File: src/rtl/fetch_queue.sv
// In-order (pc, instruction) buffer between the i_cache output and decode.
// Absorbs decode stalls and is cleared on any PC redirect.
module fetch_queue #(
    parameter int DEPTH      = 4,
    parameter int ADDR_WIDTH = 26,
    parameter int DATA_WIDTH = 32
) (
    input  logic                     clk,
    input  logic                     rst_n,
    input  logic                     i_flush,
    input  logic                     i_valid,
    input  logic [ADDR_WIDTH-1:0]    i_pc,
    input  logic [DATA_WIDTH-1:0]    i_instr,
    output logic                     o_ready,
    output logic                     o_almost_full,
    output logic                     o_valid,
    output logic [ADDR_WIDTH-1:0]    o_pc,
    output logic [DATA_WIDTH-1:0]    o_instr,
    input  logic                     i_ready,
    output logic [$clog2(DEPTH):0]   o_count
);

    localparam int PTR_W = $clog2(DEPTH);
    localparam int CNT_W = PTR_W + 1;

    // Handshake: a push transfers when i_valid & o_ready and no flush; a pop
    // transfers when o_valid & i_ready and no flush. Neither ready nor valid
    // depends combinationally on the other side's inputs.
    logic [PTR_W-1:0]       head_q, head_d;
    logic [PTR_W-1:0]       tail_q, tail_d;
    logic [CNT_W-1:0]       count_q, count_d;
    logic [ADDR_WIDTH-1:0]  pc_mem_q    [DEPTH];
    logic [DATA_WIDTH-1:0]  instr_mem_q [DEPTH];

    logic push;
    logic pop;

    assign o_ready       = (count_q < CNT_W'(DEPTH));
    assign o_almost_full = (count_q >= CNT_W'(DEPTH - 1));
    assign o_valid       = (count_q != '0);
    assign o_count       = count_q;

    assign o_pc    = o_valid ? pc_mem_q[head_q]    : '0;
    assign o_instr = o_valid ? instr_mem_q[head_q] : '0;

    assign push = i_valid & o_ready & ~i_flush;
    assign pop  = o_valid & i_ready & ~i_flush;

    always_comb begin
        head_d  = head_q;
        tail_d  = tail_q;
        count_d = count_q;
        if (i_flush) begin
            head_d  = '0;
            tail_d  = '0;
            count_d = '0;
        end else begin
            if (push) tail_d = tail_q + PTR_W'(1);
            if (pop)  head_d = head_q + PTR_W'(1);
            case ({push, pop})
                2'b10:   count_d = count_q + CNT_W'(1);
                2'b01:   count_d = count_q - CNT_W'(1);
                default: count_d = count_q;
            endcase
        end
    end

    always_ff @(posedge clk or negedge rst_n) begin
        if (!rst_n) begin
            head_q  <= '0;
            tail_q  <= '0;
            count_q <= '0;
        end else begin
            head_q  <= head_d;
            tail_q  <= tail_d;
            count_q <= count_d;
        end
    end

    // Storage is left unreset; o_valid masks whatever it holds.
    always_ff @(posedge clk) begin
        if (push) begin
            pc_mem_q[tail_q]    <= i_pc;
            instr_mem_q[tail_q] <= i_instr;
        end
    end

`ifndef SYNTHESIS
    logic [ADDR_WIDTH-1:0] last_pc_q;
    logic                  last_pc_vld_q;

    always_ff @(posedge clk or negedge rst_n) begin
        if (!rst_n) begin
            last_pc_q     <= '0;
            last_pc_vld_q <= 1'b0;
        end else if (i_flush) begin
            last_pc_vld_q <= 1'b0;
        end else if (pop) begin
            last_pc_q     <= o_pc;
            last_pc_vld_q <= 1'b1;
        end
    end

    always_ff @(posedge clk) begin
        if (rst_n) begin
            assert (count_q <= CNT_W'(DEPTH));
            if (i_valid && !i_flush && !o_ready)
                $warning("fetch_queue: i_valid while full, instruction dropped");
            if (pop && last_pc_vld_q)
                assert (o_pc == last_pc_q + ADDR_WIDTH'(4));
        end
    end
`endif

endmodule

File: config.mk
export PLATFORM = sky130hd
export DESIGN_NAME = fetch_queue
export DESIGN_NICKNAME = d
export VERILOG_FILES = /design/src/rtl/fetch_queue.sv
export SDC_FILE = /design/constraint.sdc
export NUM_CORES = 1
export LEC_CHECK = 0
export ABC_AREA = 1
export CORE_MARGIN = 4
export CORE_UTILIZATION = 45
export DETAILED_ROUTE_END_ITERATION = 10
export GPL_TIMING_DRIVEN = 1
export PLACE_DENSITY = 0.64
export SKIP_LAST_GASP = 1
export SLEW_MARGIN = 20
export SYNTH_ARGS = -nofsm -noshare
export SYNTH_HDL_FRONTEND = slang
export SYNTH_SLANG_ARGS = --single-unit
export TNS_END_PERCENT = 100
File: constraint.sdc
create_clock -name clk -period 10.13 [get_ports clk]
set_input_delay 2.5325 -clock clk [delete_from_list [all_inputs] [get_ports clk]]
set_output_delay 2.5325 -clock clk [all_outputs]
set_load 0.005 [all_outputs]
# Word level (Yosys, flattened, before mapping)
# Memories as Yosys holds them, arrays and structs flattened.
# Index checks and enable logic that the tools add are counted.
word_totals:
  reg_bits: 7
  ramBits: 232
  inputBits: 63
  out_inout_bits: 64
  wordCells: 32
  n_memories: 2
classes:
  n_addsub: 4
  order_cmp: 2
  n_eq_ne: 2
  n_mux: 10
  n_bitwise: 5
  reduce_logical: 4
mem_list:
  columns: ["memory", "depth", "width", "rd", "rd_ports_with_merged_regs", "wr", "line_no", "source"]
  rows:
  - ["instr_mem_q", 4, 32, 1, 0, 1, "33", "logic [DATA_WIDTH-1:0] instr_mem_q [DEPTH];"]
  - ["pc_mem_q", 4, 26, 1, 0, 1, "32", "logic [ADDR_WIDTH-1:0] pc_mem_q [DEPTH];"]
op_table:
  columns: ["cell", "count"]
  rows:
  - ["$mux 32", 1]
  - ["$mux 26", 1]
  - ["$mux 2", 4]
  - ["$pmux 3 s2", 1]
  - ["$reduce_bool 3->1", 2]
  - ["$add 2x1->2 const B", 2]
  - ["$and 1x1->1", 4]
  - ["$reduce_bool 2->1", 2]
  - ["$add 3x1->3 const B", 1]
  - ["$ge 3x2->1 const B", 1]
  - ["$lt 3x3->1 const B", 1]
  - ["$mux 3", 1]
  - ["$sub 3x1->3 const B", 1]
  - ["$eq 2x1->1 const B", 1]
  - ["$eq 2x2->1 const B", 1]
  - ["$mux 1", 2]
  - ["$not 1->1", 1]

# Depth between registers and ports, before layout
logic_depth:
  ltp_word: 6
  depth_mapped: 11
  depth_no_buf: 11

# Least setup slack after synthesis
# No wires, ideal clock.
synth_timing:
  path_type: "in2reg"
  startpoint: "input i_valid"
  endpoint: "memory instr_mem_q[0][0], enable pin"
  setup_ps: 474
  t_arrival_ps: 5252
  required_ps: 9656
  slack_ps: 4404
  path_stages: 4
  path_buffers: 0
  path_cell_list: "nand2_2 nor2_2 inv_1 nor2_1"
synth_via:
  elab_chain_len: 4
synth_lines:
  columns: ["element", "line_no", "source"]
  rows:
  - ["start: declaration", "11", "input logic i_valid,"]
  - ["$and 1x1->1 (2 in a row)", "46", "assign push = i_valid & o_ready & ~i_flush;"]
  - ["$mux 1", "82", "if (push) begin"]
  - ["$mux 1 (not written as such)", "84", "instr_mem_q[tail_q] <= i_instr;"]
  - ["end: declaration", "33", null]
# Every way passes these cells.

# Worst setup path in the final report
layout_timing:
  startpoint: "register head_q[0]"
  endpoint: "output o_pc[6]"
layout_via:
  elab_chain_len: 2
layout_lines:
  columns: ["element", "line_no", "source"]
  rows:
  - ["start: declaration", "29", "logic [PTR_W-1:0] head_q, head_d;"]
  - ["start signal: assignment", "70", "head_q <= '0;"]
  - ["start signal: assignment", "74", "head_q <= head_d;"]
  - ["$mem_v2 4x26", null, null]
  - ["$mux 26", "43", "assign o_pc = o_valid ? pc_mem_q[head_q] : '0;"]
  - ["end: declaration", "17", "output logic [ADDR_WIDTH-1:0] o_pc,"]
# Every way passes these cells.

==> summary.txt <==
Clocking
  • CTS tree: built
  • Clock buffer depth: 3
  • Clock-pin slew on the worst setup and hold paths: 0.06 ns
  • H-tree Lvls: 1
  • CTS sink count: 239
  • Root buffer cell: clkbuf_16
  • Post-CTS Resized: 0
  • Skew-Pair Late Insertion Delay: approximately 0.5 ns
  • Setup Buffers After CTS: 0
  • Hold buffers post-CTS: 0
  • TritonCTS buffer count: 25

Die
  • Initial Util: 46.2%
  • Horiz. Die Dim: 153 um
  • Top Ports: 127
  • Die area: 23400 sq um
  • Rows: 52
  • Die H: 153 um
  • Core ar.: ~20000 sq um

Worst setup path
  • Critical path origin: head_q[0]
  • CP cell instances: buf_4, nor2_1, nor2_1, o21ai_0, a21oi_1, clkdlybuf4s50_1
  • CP Class: register to output pin
  • R2R Path Start: o_count[2]
  • Worst reg2reg endpoint: instr_mem_q[0][5]
  • Critical Path End: o_pc[6]
  • Critical Path Sink Type: output pin
  • FF-to-FF setup slack: between 7 and 8 ns
  • CP dominant cell by count: nor2_1
  • Worst-path fanout max: 68
  • CP peak stage delay: around 0.8 ns
  • Number of cells on the worst reg-to-reg path: 6
  • CP Launch Type: register
  • Worst Path Required: ~7.6 ns
  • Worst Path Arrival: 3.20 ns
  • Worst path slowest cell: dfrtp_4

Outcome
  • Status: finished, final reports clean

Worst hold path
  • Hold Crit Class: register to register
  • Hold Crit Depth: 2

Job
  • Max cap viols: 0

Drt
  • Average wire per standard cell: 17.6 um
  • Vias per inst: 5.16
  • Antenna Nets Post-Route: 0
  • Routed via count: 5950
  • DR pass1 iterations: 5
  • Routed wire length: 20300 um
  • # DRC: 0
  • Drt first-iter violations: 354

Layout
  • Layout area overhead: 23.4%
  • Commonest cells after routing, fill and taps aside: nor2_1, edfxtp_1, clkdlybuf4s50_1
  • Diode count: 0
  • Final-stage net count: about 930
  • Share of layout cells above drive strength 1: 6.68%
  • Number of fillers in the final layout: 1697
  • Fin util: 57.1%
  • Commonest non-fill, non-tap cell in the layout: nor2_1

Place
  • Buffers on Ports: 126
  • Final HPWL DP: 10800 um
  • GP Congestion: about 0.73

STA
  • FMAX: 0.175 GHz
  • Worst-Margin Slew: 0.983 ns
  • Pins Over Slew Limit: 0
  • Final Skew: 0.00746 ns
  • Post-layout min period: 5.73 ns
  • Final setup violation count: 0
  • Final Cycle Share: 56.6%
  • Final TNS setup: 0 ns
  • RSZ-0062 raised after global routing: false
  • Final hold vios: 0
  • Relative slew margins: 34.3%

Global route
  • Global route overflow: 0
  • GRT Overall Usage: between 15 and 20%
  • Initial antenna violation count: 0
  • Largest net degree at the start of global routing: 118
  • First-pass GRT wire length: 32000 um
  • Vias in the first global route: 5989

Logic synthesis
  • Top_reg_cell synth: edfxtp_1
  • Synth Instances: 748
  • Synth Warn #: 0
  • Syn Area/Cell: between 10 and 15 sq um
  • Number of synthesized flops with an enable pin: 232
  • Mapped Area: 9470 sq um
  • Seq/Total Area, Yosys: 75.4%
  • Asr flop ratio synth: 2.93%
  • Post-synthesis register bit count: roughly 240
  • Net count after synthesis: 816
  • Distinct cells, synth: 23

Pwr
  • Max VDD drop: 0.153 mV
  • Lkg Pwr: 3.95 nW
  • P per Cell Area: 189 nW/um^2
cell usage after synthesis (4+ instances only):
cell type,n,share of area [%]
clkbuf_1,13,0.52
ha_1,4,0.53
nor2_1,237,9.4
o21ai_0,86,4.5
nand2_1,17,0.67
edfxtp_1,232,74
dfrtp_1,7,1.8
inv_2,4,0.16
o21ai_1,33,1.7
a21oi_1,62,3.3
inv_1,9,0.36
buf_6,9,1.1
buf_2,18,0.95
routing by layer:
layer | share of wire (%) | up-vias | GRT usage (%)
met5 | 0 | - | 0
met4 | 1.6 | 0 | 3.65
met3 | 5.8 | 29 | 3.39
met2 | 49 | 184 | 28.5
met1 | 43 | 2861 | 23.0
li1 | - | 2876 | -
worst min path at each step:
stage / startpoint / to / slack, ns
after CTS: o_count[0] / o_count[0] / 0.59
after floorplan: o_count[0] / o_count[0] / 0.55
final: o_count[0] / o_count[0] / 0.59
after detailed placement: o_count[0] / o_count[0] / 0.57
after global routing: o_count[0] / o_count[0] / 0.63
after global placement: o_count[0] / o_count[0] / 0.56
per-stage QoR:
stage / setup WS, ns / hold slack (ns) / instances / total power (W) / instance area (sq um)
2_1_floorplan: 4.40 / 0.548 / 748 / 0.00125 / 9470
3_3_place_gp: 4.86 / 0.561 / 1108 / 0.00136 / 10900
3_5_place_dp: 4.85 / 0.574 / 1108 / 0.00136 / 10900
4_1_cts: 4.28 / 0.595 / 1153 / 0.00223 / 11700
5_1_grt: 4.13 / 0.632 / 1153 / 0.00229 / 11700
6_report: 4.40 / 0.587 / 1153 / 0.00221 / 11700
cells by family (layout without fill, tap and decap cells):
group	after synthesis	after routing	synth area share [%]
and+or+nand+nor	263	263	10.7
DFF	239	239	75.4
AOI/OAI and AO/OA	182	182	9.65
buffers and inverters	58	193	3.39
adders and majority gates	5	5	0.740
xor gates and xnor gates	1	1	0.0925
critical path, delay by kind of cell, from the launching register on:
family | cells | cell delay (ns)
AOI/OAI and AO/OA | 2 | 0.35
buffers and inverters | 2 | 1.23
DFF | 1 | 0.80
and+or+nand+nor | 2 | 0.22
cell type report:
type | count | area (sq um) | share of cell area (%)
multi-input cells | 451 | 2040 | 17.5
clock inverters | 13 | 136 | 1.17
flip-flops and latches | 239 | 7150 | 61.1
well taps | 270 | 338 | 2.89
clock buffers | 32 | 652 | 5.58
repair buffers | 134 | 1320 | 11.3
inverters | 14 | 57.6 | 0.492
where the power goes:
| group | switching, W | leakage (nW) | internal (W) |
|---|---|---|---|
| clock network | 0.000348 | 0.384 | 0.000529 |
| logic | 0.000117 | 1.36 | 0.0000927 |
| registers | 0.0000123 | 2.20 | 0.00111 |
| total | 0.000477 | 3.95 | 0.00173 |
sequential cells by signal, summed over array words and instances (netlist names):
name / count
tail_q: 2
o_count: 3
head_q: 2
pc_mem_q: 104
instr_mem_q: 128
Note: power is estimated with default switching activity, not from simulation.
==> RTL change: new RTL, same settings <==
The parameter `ADDR_WIDTH` goes from 26 to 13.
--- a/src/rtl/fetch_queue.sv
+++ b/src/rtl/fetch_queue.sv
@@ -2,7 +2,7 @@
 // Absorbs decode stalls and is cleared on any PC redirect.
 module fetch_queue #(
     parameter int DEPTH      = 4,
-    parameter int ADDR_WIDTH = 26,
+    parameter int ADDR_WIDTH = 13,
     parameter int DATA_WIDTH = 32
 ) (
     input  logic                     clk,
Ports: changed (resized i_pc and o_pc); port bits go from 127 to 101. No check against the original RTL was run, so the function may have changed too.
==> RTL change against the unedited design <==
- power decreased by 26%
- via count decreased by 21%
- count of clock-buffer cells in the layout decreased by 13
- first-iteration DRC count increased by 32%
- fmax decreased by 5.6%
- synthesized cell count decreased by 21%
- non-clock buffer count decreased by 29
- area after synthesis decreased by 21%
- wire length decreased by 21%
- die area decreased by 20%
- setup slack got worse by 0.34 ns
- cell area decreased by 22%
- clock power decreased by 33%
- sequential cell count decreased by 52
- critical endpoint is now o_instr[0]
==> RTL change: results (changes against the unedited design) <==
\begin{tabular}{lr}
\hline
Metric & Value \\
\hline
\multicolumn{2}{l}{\textbf{Run status}} \\
\quad Run status & finished, final reports clean (unchanged) \\
\multicolumn{2}{l}{\textbf{Setup path}} \\
\quad Data arrival time of the worst path & 3.54 ns (was 3.20 ns) \\
\multicolumn{2}{l}{\textbf{Cells and area}} \\
\quad Number of multi-input combinational cells & 360 (was 451) \\
\quad Count of buffers not belonging to the clock network in the layout & 105 (was 134) \\
\quad Area occupied by multi-input gates & 1680 sq um (was 2040 sq um) \\
\quad \# nets final & 740 (was 933) \\
\multicolumn{2}{l}{\textbf{Routing}} \\
\quad Drt initial violations & 467 (was 354) \\
\multicolumn{2}{l}{\textbf{Clock tree}} \\
\quad Clock insertion delay at the later pin of the skew report & 0.42 ns (was 0.50 ns) \\
\quad Number of buffers created by CTS & 17 (was 25) \\
\multicolumn{2}{l}{\textbf{Placed design}} \\
\quad Quantity of I/O buffers inserted on ports & 100 (was 126) \\
\quad Post-DP HPWL & 8760 um (was 10,800 um) \\
\quad Placed cell count & 882 (was 1,108) \\
\multicolumn{2}{l}{\textbf{Logic synthesis}} \\
\quad Sequential area share after synthesis & 74.4\% (was 75.4\%) \\
\quad Synthesized-area fraction occupied by xor and xnor cells & 0.117\% (was 0.0924\%) \\
\quad Adder-cell share of the synthesized area & 0.934\% (was 0.740\%) \\
\quad EDFF count, synth & 180 (was 232) \\
\quad Most frequent cells after synthesis & sky130\_fd\_sc\_hd\_\_nor2\_1 (184), sky130\_fd\_sc\_hd\_\_edfxtp\_1 (180), sky130\_fd\_sc\_hd\_\_o21ai\_1 (76), sky130\_fd\_sc\_hd\_\_a21oi\_1 (49), sky130\_fd\_sc\_hd\_\_o21ai\_0 (17) (was sky130\_fd\_sc\_hd\_\_nor2\_1 (237), sky130\_fd\_sc\_hd\_\_edfxtp\_1 (232), sky130\_fd\_sc\_hd\_\_o21ai\_0 (86), sky130\_fd\_sc\_hd\_\_a21oi\_1 (62), sky130\_fd\_sc\_hd\_\_o21ai\_1 (33)) \\
\quad Syn nets & 649 (was 816) \\
\multicolumn{2}{l}{\textbf{GRT}} \\
\quad Global-route wire length before repair & 25,000 um (was 32,000 um) \\
\quad Met1 layer usage reported by global route & 23.3\% (was 23.0\%) \\
\quad Overall fraction of global-route tracks in use & 17.7\% (was 16.9\%) \\
\multicolumn{2}{l}{\textbf{Power and ir drop}} \\
\quad Maximum vdd drop & 0.123 mV (was 0.153 mV) \\
\quad Design internal power & 1.28 mW (was 1.73 mW) \\
\quad Clock share of power & 36.0\% (was 39.6\%) \\
\multicolumn{2}{l}{\textbf{STA}} \\
\quad Measured slew at the worst slew-check pin & 1.02 ns (was 0.983 ns) \\
\hline
\end{tabular}
RTL change: cell types whose count changed after synthesis, sizes merged:
cell,before,now
edfxtp,232,180
nor2,240,188
o21ai,119,93
a21oi,63,50
buf,31,20
RTL change: path summary, 6_finish.rpt:
kind / from / endpoint / slack, ns
max: head_q[0] / o_instr[0] / 4.06
min: o_count[0] / o_count[0] / 0.60
max reg2reg: head_q[1] / head_q[1] / 7.83
min reg2reg: o_count[0] / o_count[0] / 0.60
max in group asynchronous: rst_n / head_q[0] / 7.45
min in group asynchronous: rst_n / o_count[0] / 2.39
RTL change: kinds of logic (layout without fill, tap and decap cells):
logic type / after synthesis / count (layout)
buf+inv: 47 / 150
compound gates: 143 / 143
fa+ha+maj: 5 / 5
xor+xnor: 1 / 1
simple gates: 211 / 211
flops: 187 / 187
RTL change: per-layer routing:
layer	part of all wire, %	wire [um]
met1	44	7080
met4	1.2	192
met5	0.081	13
met3	6.2	1000
met2	49	7840
